File: config.mk
export PLATFORM = sky130hd
export DESIGN_NAME = mdio_phy_controller
export DESIGN_NICKNAME = d
export VERILOG_FILES = /design/src/rtl/mdio_phy_controller.sv
export SDC_FILE = /design/constraint.sdc
export NUM_CORES = 1
export LEC_CHECK = 0
export BUFFER_PORTS_ARGS = -buffer_cell sky130_fd_sc_hd__buf_2
export CORE_ASPECT_RATIO = 0.9
export CORE_UTILIZATION = 35
export CTS_CLUSTER_DIAMETER = 60
export DETAILED_ROUTE_END_ITERATION = 6
export PLACE_DENSITY_LB_ADDON = 0.12
export SYNTH_ARGS = -nofsm -noshare
export SYNTH_HDL_FRONTEND = slang
export SYNTH_SLANG_ARGS = --single-unit
File: constraint.sdc
create_clock -name clock -period 6.2 [get_ports clock]
set_input_delay 1.24 -clock clock [delete_from_list [all_inputs] [get_ports clock]]
set_output_delay 1.24 -clock clock [all_outputs]
set_load 0.005 [all_outputs]
File: src/rtl/mdio_phy_controller.sv
// PHY reset/boot sequencer and Clause-22 MDIO master with a single-outstanding
// valid/ready command port and a one-cycle response pulse.
module mdio_phy_controller #(
    parameter int          CLK_DIV      = 25,
    parameter logic [4:0]  PHY_ADDR     = 5'd7,
    parameter int          RESET_CYCLES = 100000,
    parameter int          BOOT_CYCLES  = 500000
) (
    input  logic        clock,
    input  logic        reset,
    input  logic        cmd_valid,
    output logic        cmd_ready,
    input  logic        cmd_write,
    input  logic [4:0]  cmd_reg,
    input  logic [15:0] cmd_wdata,
    output logic        rsp_valid,
    output logic [15:0] rsp_rdata,
    output logic        rsp_err,
    output logic        init_done,
    output logic        eth_mdc,
    output logic        eth_mdio_o,
    output logic        eth_mdio_t,
    input  logic        eth_mdio_i,
    output logic        eth_reset_n
);

    localparam int DW = $clog2(CLK_DIV);
    localparam int RW = (RESET_CYCLES > 1) ? $clog2(RESET_CYCLES) : 1;
    localparam int BW = (BOOT_CYCLES > 1) ? $clog2(BOOT_CYCLES) : 1;
    localparam logic [DW-1:0] DIV_LAST  = DW'(CLK_DIV - 1);
    localparam logic [RW-1:0] RST_LAST  = RW'(RESET_CYCLES - 1);
    localparam logic [BW-1:0] BOOT_LAST = BW'(BOOT_CYCLES - 1);

    typedef enum logic [2:0] {RST_HOLD, RST_WAIT, IDLE, SHIFT, DONE} state_t;

    state_t        r_state;
    state_t        w_stateNext;
    logic [RW-1:0] r_rstCnt;
    logic [BW-1:0] r_bootCnt;
    logic [DW-1:0] r_div;
    logic [5:0]    r_bit;
    logic [63:0]   r_frame;
    logic [15:0]   r_shift;
    logic [15:0]   r_rspRdata;
    logic          r_write;
    logic          r_taErr;
    logic          r_rspErr;
    logic          r_mdc;
    logic          r_mdioO;
    logic          r_mdioT;
    logic          r_ethResetN;
    logic          r_initDone;

    logic [63:0]   w_frameIn;
    logic          w_divEnd;
    logic          w_bitEnd;
    logic          w_lastBit;
    logic          w_sample;

    // Read frames carry all-ones in TA/data; the line is released there anyway.
    assign w_frameIn = {32'hFFFF_FFFF, 2'b01, cmd_write ? 2'b01 : 2'b10, PHY_ADDR, cmd_reg,
                        cmd_write ? 2'b10 : 2'b11, cmd_write ? cmd_wdata : 16'hFFFF};
    assign w_divEnd  = (r_div == DIV_LAST);
    assign w_bitEnd  = w_divEnd && r_mdc;
    assign w_lastBit = w_bitEnd && (r_bit == 6'd63);
    assign w_sample  = w_bitEnd && !r_write && (r_bit >= 6'd47);

    assign eth_mdc     = r_mdc;
    assign eth_mdio_o  = r_mdioO;
    assign eth_mdio_t  = r_mdioT;
    assign eth_reset_n = r_ethResetN;
    assign init_done   = r_initDone;
    assign rsp_rdata   = r_rspRdata;
    assign rsp_err     = r_rspErr;

    always_ff @(posedge clock or posedge reset) begin
        if (reset) r_state <= RST_HOLD;
        else       r_state <= w_stateNext;
    end

    always_comb begin
        w_stateNext = r_state;
        cmd_ready   = 1'b0;
        rsp_valid   = 1'b0;
        case (r_state)
            RST_HOLD: if (r_rstCnt == RST_LAST) w_stateNext = RST_WAIT;
            RST_WAIT: if (r_bootCnt == BOOT_LAST) w_stateNext = IDLE;
            IDLE: begin
                cmd_ready = 1'b1;
                if (cmd_valid) w_stateNext = SHIFT;
            end
            SHIFT:    if (w_lastBit) w_stateNext = DONE;
            DONE: begin
                rsp_valid   = 1'b1;
                w_stateNext = IDLE;
            end
            default:  w_stateNext = RST_HOLD;
        endcase
    end

    always_ff @(posedge clock or posedge reset) begin
        if (reset) begin
            r_rstCnt    <= '0;
            r_bootCnt   <= '0;
            r_div       <= '0;
            r_bit       <= '0;
            r_frame     <= '1;
            r_shift     <= '0;
            r_rspRdata  <= '0;
            r_write     <= 1'b0;
            r_taErr     <= 1'b0;
            r_rspErr    <= 1'b0;
            r_mdc       <= 1'b0;
            r_mdioO     <= 1'b1;
            r_mdioT     <= 1'b1;
            r_ethResetN <= 1'b0;
            r_initDone  <= 1'b0;
        end else begin
            if (r_state == RST_HOLD && r_rstCnt != RST_LAST)   r_rstCnt  <= r_rstCnt + 1'b1;
            if (r_state == RST_WAIT && r_bootCnt != BOOT_LAST) r_bootCnt <= r_bootCnt + 1'b1;
            if (w_stateNext == RST_WAIT) r_ethResetN <= 1'b1;
            if (w_stateNext == IDLE)     r_initDone  <= 1'b1;

            case (r_state)
                IDLE: if (cmd_valid) begin
                    r_write <= cmd_write;
                    r_frame <= {w_frameIn[62:0], 1'b1};
                    r_mdioO <= w_frameIn[63];
                    r_mdioT <= 1'b0;
                    r_div   <= '0;
                    r_bit   <= '0;
                    r_mdc   <= 1'b0;
                end
                SHIFT: begin
                    r_div <= w_divEnd ? '0 : r_div + 1'b1;
                    if (w_divEnd) r_mdc <= ~r_mdc;
                    // New bit goes out with the falling MDC edge; reads let go of the line at TA.
                    if (w_bitEnd && r_bit != 6'd63) begin
                        r_bit   <= r_bit + 1'b1;
                        r_mdioO <= r_frame[63];
                        r_frame <= {r_frame[62:0], 1'b1};
                        r_mdioT <= !r_write && (r_bit >= 6'd45);
                    end
                    if (w_sample) begin
                        if (r_bit == 6'd47) r_taErr <= eth_mdio_i;
                        else                r_shift <= {r_shift[14:0], eth_mdio_i};
                    end
                    if (w_lastBit) begin
                        r_mdioO    <= 1'b1;
                        r_mdioT    <= 1'b1;
                        r_rspRdata <= r_write ? 16'h0000 : {r_shift[14:0], eth_mdio_i};
                        r_rspErr   <= r_write ? 1'b0 : r_taErr;
                    end
                end
                default: ;
            endcase
        end
    end

endmodule
=== Word level (Yosys, flattened, before mapping) ===
Cells that the tools add are included.

* Register bits after elaboration: 153
* Input bits: 26
* Output and inout bits: 24
* Word-level logic and storage cells: 92

* Add/subtract/negate cells: 4
* Magnitude comparators: 2
* Equal/unequal tests: 18
* Muxes and demuxes: 31
* Bitwise operators: 2
* Reduce and logical (&&, ||, !) cells: 19

{| class="wikitable"
|+ Operator list
! kind !! number
|-
| 64-bit 2-to-1 mux || 2
|-
| 64-bit case mux with 2 select lines || 1
|-
| 16-bit 2-to-1 mux || 2
|-
| 19-bit by 1-bit adder with 19-bit output, second input constant || 1
|-
| 19-bit equality test, second input constant || 1
|-
| 19-bit != test, second input constant || 1
|-
| 17-bit by 1-bit adder with 17-bit output, second input constant || 1
|-
| 17-bit equality test, second input constant || 1
|-
| 17-bit != test, second input constant || 1
|-
| 3-bit case mux with 5 select lines || 1
|-
| 3-bit AND reduction || 5
|-
| 6-bit equality test, second input constant || 2
|-
| 6-bit greater-or-equal comparator, second input constant || 2
|-
| 3-bit 2-to-1 mux || 4
|-
| 6-bit 2-to-1 mux || 2
|-
| 6-bit case mux with 2 select lines || 1
|-
| 1-bit 2-to-1 mux || 11
|-
| 5-bit 2-to-1 mux || 2
|-
| 5-bit case mux with 2 select lines || 1
|-
| 3-bit by 2-bit equality test with 1-bit output, second input constant || 3
|-
| 1-bit logical AND || 8
|-
| 6-bit by 1-bit adder with 6-bit output, second input constant || 1
|-
| 3-bit by 1-bit equality test with 1-bit output, second input constant || 2
|-
| 2-bit != test, second input constant || 3
|-
| 12 further kinds || 17
|}

=== Logic depth before layout (Yosys ltp) ===
* Word-level depth: 6
* Mapped depth: 9

=== Worst setup path after synthesis ===
Ideal clock, no wire load.

* Kind: input -> register
* Start point: input cmd_valid
* End point: register r_bit[0]
* Library setup time: 129 ps
* Arrival time: 2380 ps
* Data required time: 6071 ps
* Setup slack: 3691 ps
* Cell stages on the path: 6
* Buffers on the path: 2
* Cell sequence: nor4bb_1 > clkbuf_1 > nor2_1 > buf_2 > nand2_1 > o21ai_0

* Longest elaborated chain between the ends: 2

{| class="wikitable"
|+ Ends and longest elaborated chain
! what !! line !! RTL
|-
| start, declared || 11 || <nowiki>input logic cmd_valid,</nowiki>
|-
| 2-bit != test (no line) || n/a ||
|-
| 3-bit AND reduction (no line) || n/a ||
|-
| end signal, assigned || 139 || <nowiki>r_bit <= r_bit + 1'b1;</nowiki>
|-
| end, declared || 41 || <nowiki>logic [5:0] r_bit;</nowiki>
|}

No other way between the ends.
A chain may end at the register's enable or synchronous reset.

=== Worst setup path in the final report ===
* Start point: register r_state[2]
* End point: register r_rspRdata[4] (netlist: rsp_rdata[4])

* Longest elaborated chain between the ends: 2

{| class="wikitable"
|+ Ends and longest elaborated chain
! what !! line !! RTL
|-
| start, declared || 36 || <nowiki>state_t r_state;</nowiki>
|-
| start signal, assigned || 78 || <nowiki>else r_state <= w_stateNext;</nowiki>
|-
| 3-bit by 2-bit equality test with 1-bit output || 124 || <nowiki>case (r_state)</nowiki>
|-
| 2-bit AND reduction (no line) || n/a ||
|-
| end signal, assigned || 151 || <nowiki>r_rspRdata <= r_write ? 16'h0000 : {r_shift[14:0], eth_mdio_i};</nowiki>
|-
| end, declared || 44 || <nowiki>logic [15:0] r_rspRdata;</nowiki>
|}

No other way between the ends.

==> metrics <==
status=finished, final reports clean; dpl hpwl=8.18 mm; Post-synth EDFFs=0; DRC=0; most common cell after layout, fill and taps aside=nand2_1; final period utilization=49.0%; die span in x=148 µm; Routed Antenna Nets=0; Congestion Overflow GR=0; Total GRT Usage=14.5%; Post-Place Cells=910; number of synthesized register bits=152; Setup crit start kind=register; Site Rows=47; commonest non-fill, non-tap cells in the layout=128 x nand2_1, 87 x dfrtp_1, 67 x o21ai_0; crit path time final=3.04 ns; Hold Crit Class=register to register; Post-CTS Setup Bufs=0; Primary FF master, synth=dfrtp_1; clock buffer count from CTS=17; Synth warnings=0; Worst-Skew Late Latency=0.43 ns; routed vias/inst=4.93; Synth Cell Area=6700 µm²; Yosys top cell area share=32.5%; core area=18,600 µm²; unrepaired setup endpoints after global routing=false; maxcap violations=0; placed inst area=7180 µm²; Fin Clk Skew=0.0167 ns; initial DRC count=267; worst reg2reg path depth=5; htree depth=4; switch share=21.7%; FMAX=329 MHz; layout cells sized above 1=26.0%; num ports=50; setup total negative slack=0 ns; area of the die=19,700 µm²; Longest Clk Path Bufs=2; CTS tree=yes; clock slew at reported path FFs=0.06 ns; Routed WL=13.1 mm; internal power=1.65 mW; power per cell area=270 nW/µm²; Layout Cells excl Fill=942; # setup viols final=0; post-route cell area=7810 µm²; Critical Path Fanout Max=16; Layout area overhead=16.6%; cts hold-fix bufs=0; CTS resizes=0; Fillers=1,851; Comb pwr share=1.5%; R2R Setup Slk=3.16 ns; Hold Path Cell Cnt=2; Post-Synthesis Cells=642; first-pass GRT wire length=22.5 mm; Placer Congestion=0.763; clock power share=51.4%; FF/Latch Area=3880 µm²; initial antenna violation count=0; Flop pwr share=47.1%; Max VDD drop=0.115 mV; detailed-route via count=4,648; Async SR Flop Fraction=100%; Worst Hold Endpoint=r_frame[57]$_DFFE_PP1P_; Vert. Die Dim=133 µm; Clock Sinks=152; largest net degree at the start of global routing=97; Fin. Hold Viols=0; hold_sp=r_frame[56]$_DFFE_PP1P_; Yosys cell types=55; largest cells by area after synthesis=dfrtp_1 33%, dfstp_2 25%, nand2_1 7.2%; Psw=457 µW; Slew Limit Fails=0; Syn Nets=675; syn avg cell area=10.4 µm²; Crit Path Class=register to register; diodes inserted=0; first-pass iteration count of the detailed router=4; vias in the first global route=4,622; total power=2.11 mW; post-synthesis sequential area ratio=58.0%; Worst Path Arrival=3.41 ns; CP endpoint kind=register; relative slew slack=32.4%; top cell type by total area after synthesis=dfrtp_1; root cell of the clock tree=clkbuf_16; Worst Path Required=6.57 ns; Pleak=3.44 nW; drt wl/cell=13.9 µm; Initial Util=36.0%; measured slew at the worst slew-check pin=1.01 ns; nets=717; capturing point of the worst reg2reg path=rsp_rdata[4]$_DFFE_PP0P_; FF-to-FF Start=r_state[2]$_DFF_PP0_; Port-buffer cells=49; Multi-input gate area=2660 µm²
[final cells by class]
class | count | share of cell area, %
Sequential cell | 152 | 49.8
Tap cell | 245 | 3.93
Clock inverter | 13 | 1.92
Multi-Input combinational cell | 448 | 34.1
Inverter | 12 | 0.641
Clock buffer | 19 | 6.09
Timing Repair Buffer | 53 | 3.53
[per-layer routing]
| metal | global-route usage (%) | up-vias | routed length [µm] |
|---|---|---|---|
| met5 | 0 | - | 0 |
| met4 | 5.90 | 0 | 221 |
| met1 | 18.8 | 2295 | 6360 |
| li1 | - | 2274 | - |
| met2 | 23.2 | 66 | 6130 |
| met3 | 3.84 | 13 | 412 |
[how the worst max path moves through the flow]
| stage | startpoint | end | slack, ns | cells past startpoint |
|---|---|---|---|---|
| 5_1_grt | r_state[2]$_DFF_PP0_ | rsp_rdata[2]$_DFFE_PP0P_ | 2.88 | 5 |
| 3_5_place_dp | cmd_valid | r_frame[2]$_DFFE_PP1P_ | 3.13 | 5 |
| 3_3_place_gp | r_state[2]$_DFF_PP0_ | rsp_rdata[2]$_DFFE_PP0P_ | 3.18 | 5 |
| 4_1_cts | r_state[2]$_DFF_PP0_ | rsp_rdata[4]$_DFFE_PP0P_ | 3.13 | 5 |
| 2_1_floorplan | reset | eth_mdc$_DFFE_PP0P_ | 0.97 | 1 |
| 6_report | r_state[2]$_DFF_PP0_ | rsp_rdata[4]$_DFFE_PP0P_ | 3.16 | 5 |
[cells by family after synthesis]
| logic type | synth area share (%) |
|---|---|
| buf+inv | 2.47 |
| mux | 3.77 |
| compound gates | 9.21 |
| xor+xnor | 4.71 |
| fa+ha+maj | 1.31 |
| simple gates | 20.5 |
| flops | 58.0 |
[synthesized netlist by cell type (all sizes together) (3+ instances only)]
cell and instances:
a31oi 4, nand3 22, nor4 3, nor2 42
xor2 9, and3 6, nand2 128, clkbuf 22
nand4 13, o31ai 3, inv 12, xnor2 27
nor4bb 3, o21ai 67, dfrtp 87, and2 3
mux2 18, nor3 33, nand2b 15, mux2i 5
buf 8, and4 5, dfstp 65, ha 7
a22o 5
[worst max-delay path, cell delays in order (launching register included)]
cell      delay [ns]
dfrtp_1         0.45
nand3b_1        0.60
nor2_1          0.48
nand4_1         0.69
nor2_1          0.56
a22o_1          0.20
[flip-flops by register name, summed over array words and instances, names as in the netlist]
name,flops
rsp_rdata,16
eth_mdc,1
r_rstCnt,17
r_shift,15
r_bit,6
r_write,1
rsp_err,1
eth_reset_n,1
r_taErr,1
r_div,5
r_frame,63
r_bootCnt,19
eth_mdio_t,1
r_state,3
init_done,1
eth_mdio_o,1
[per-stage QoR]
stage / setup slack, ns / utilization [%] / hold slack [ns]
after floorplan: 0.974 / - / 0.433
after global placement: 3.18 / 38.6 / 0.436
after detailed placement: 3.13 / 38.6 / 0.442
after CTS: 3.13 / 42.0 / 0.452
after global routing: 2.88 / 42.0 / 0.460
final: 3.16 / 42.0 / 0.451
[power by group through the flow]
stage | Sequential [mW] | Clock, mW | Combinational (mW)
floorplan | 1.01 | 0 | 0.0160
global placement | 1.01 | 0 | 0.0333
detailed placement | 1.01 | 0 | 0.0337
CTS | 0.994 | 1.12 | 0.0340
global route | 0.994 | 1.16 | 0.0370
finish | 0.995 | 1.08 | 0.0314
Note: power is estimated with default switching activity, not from simulation.
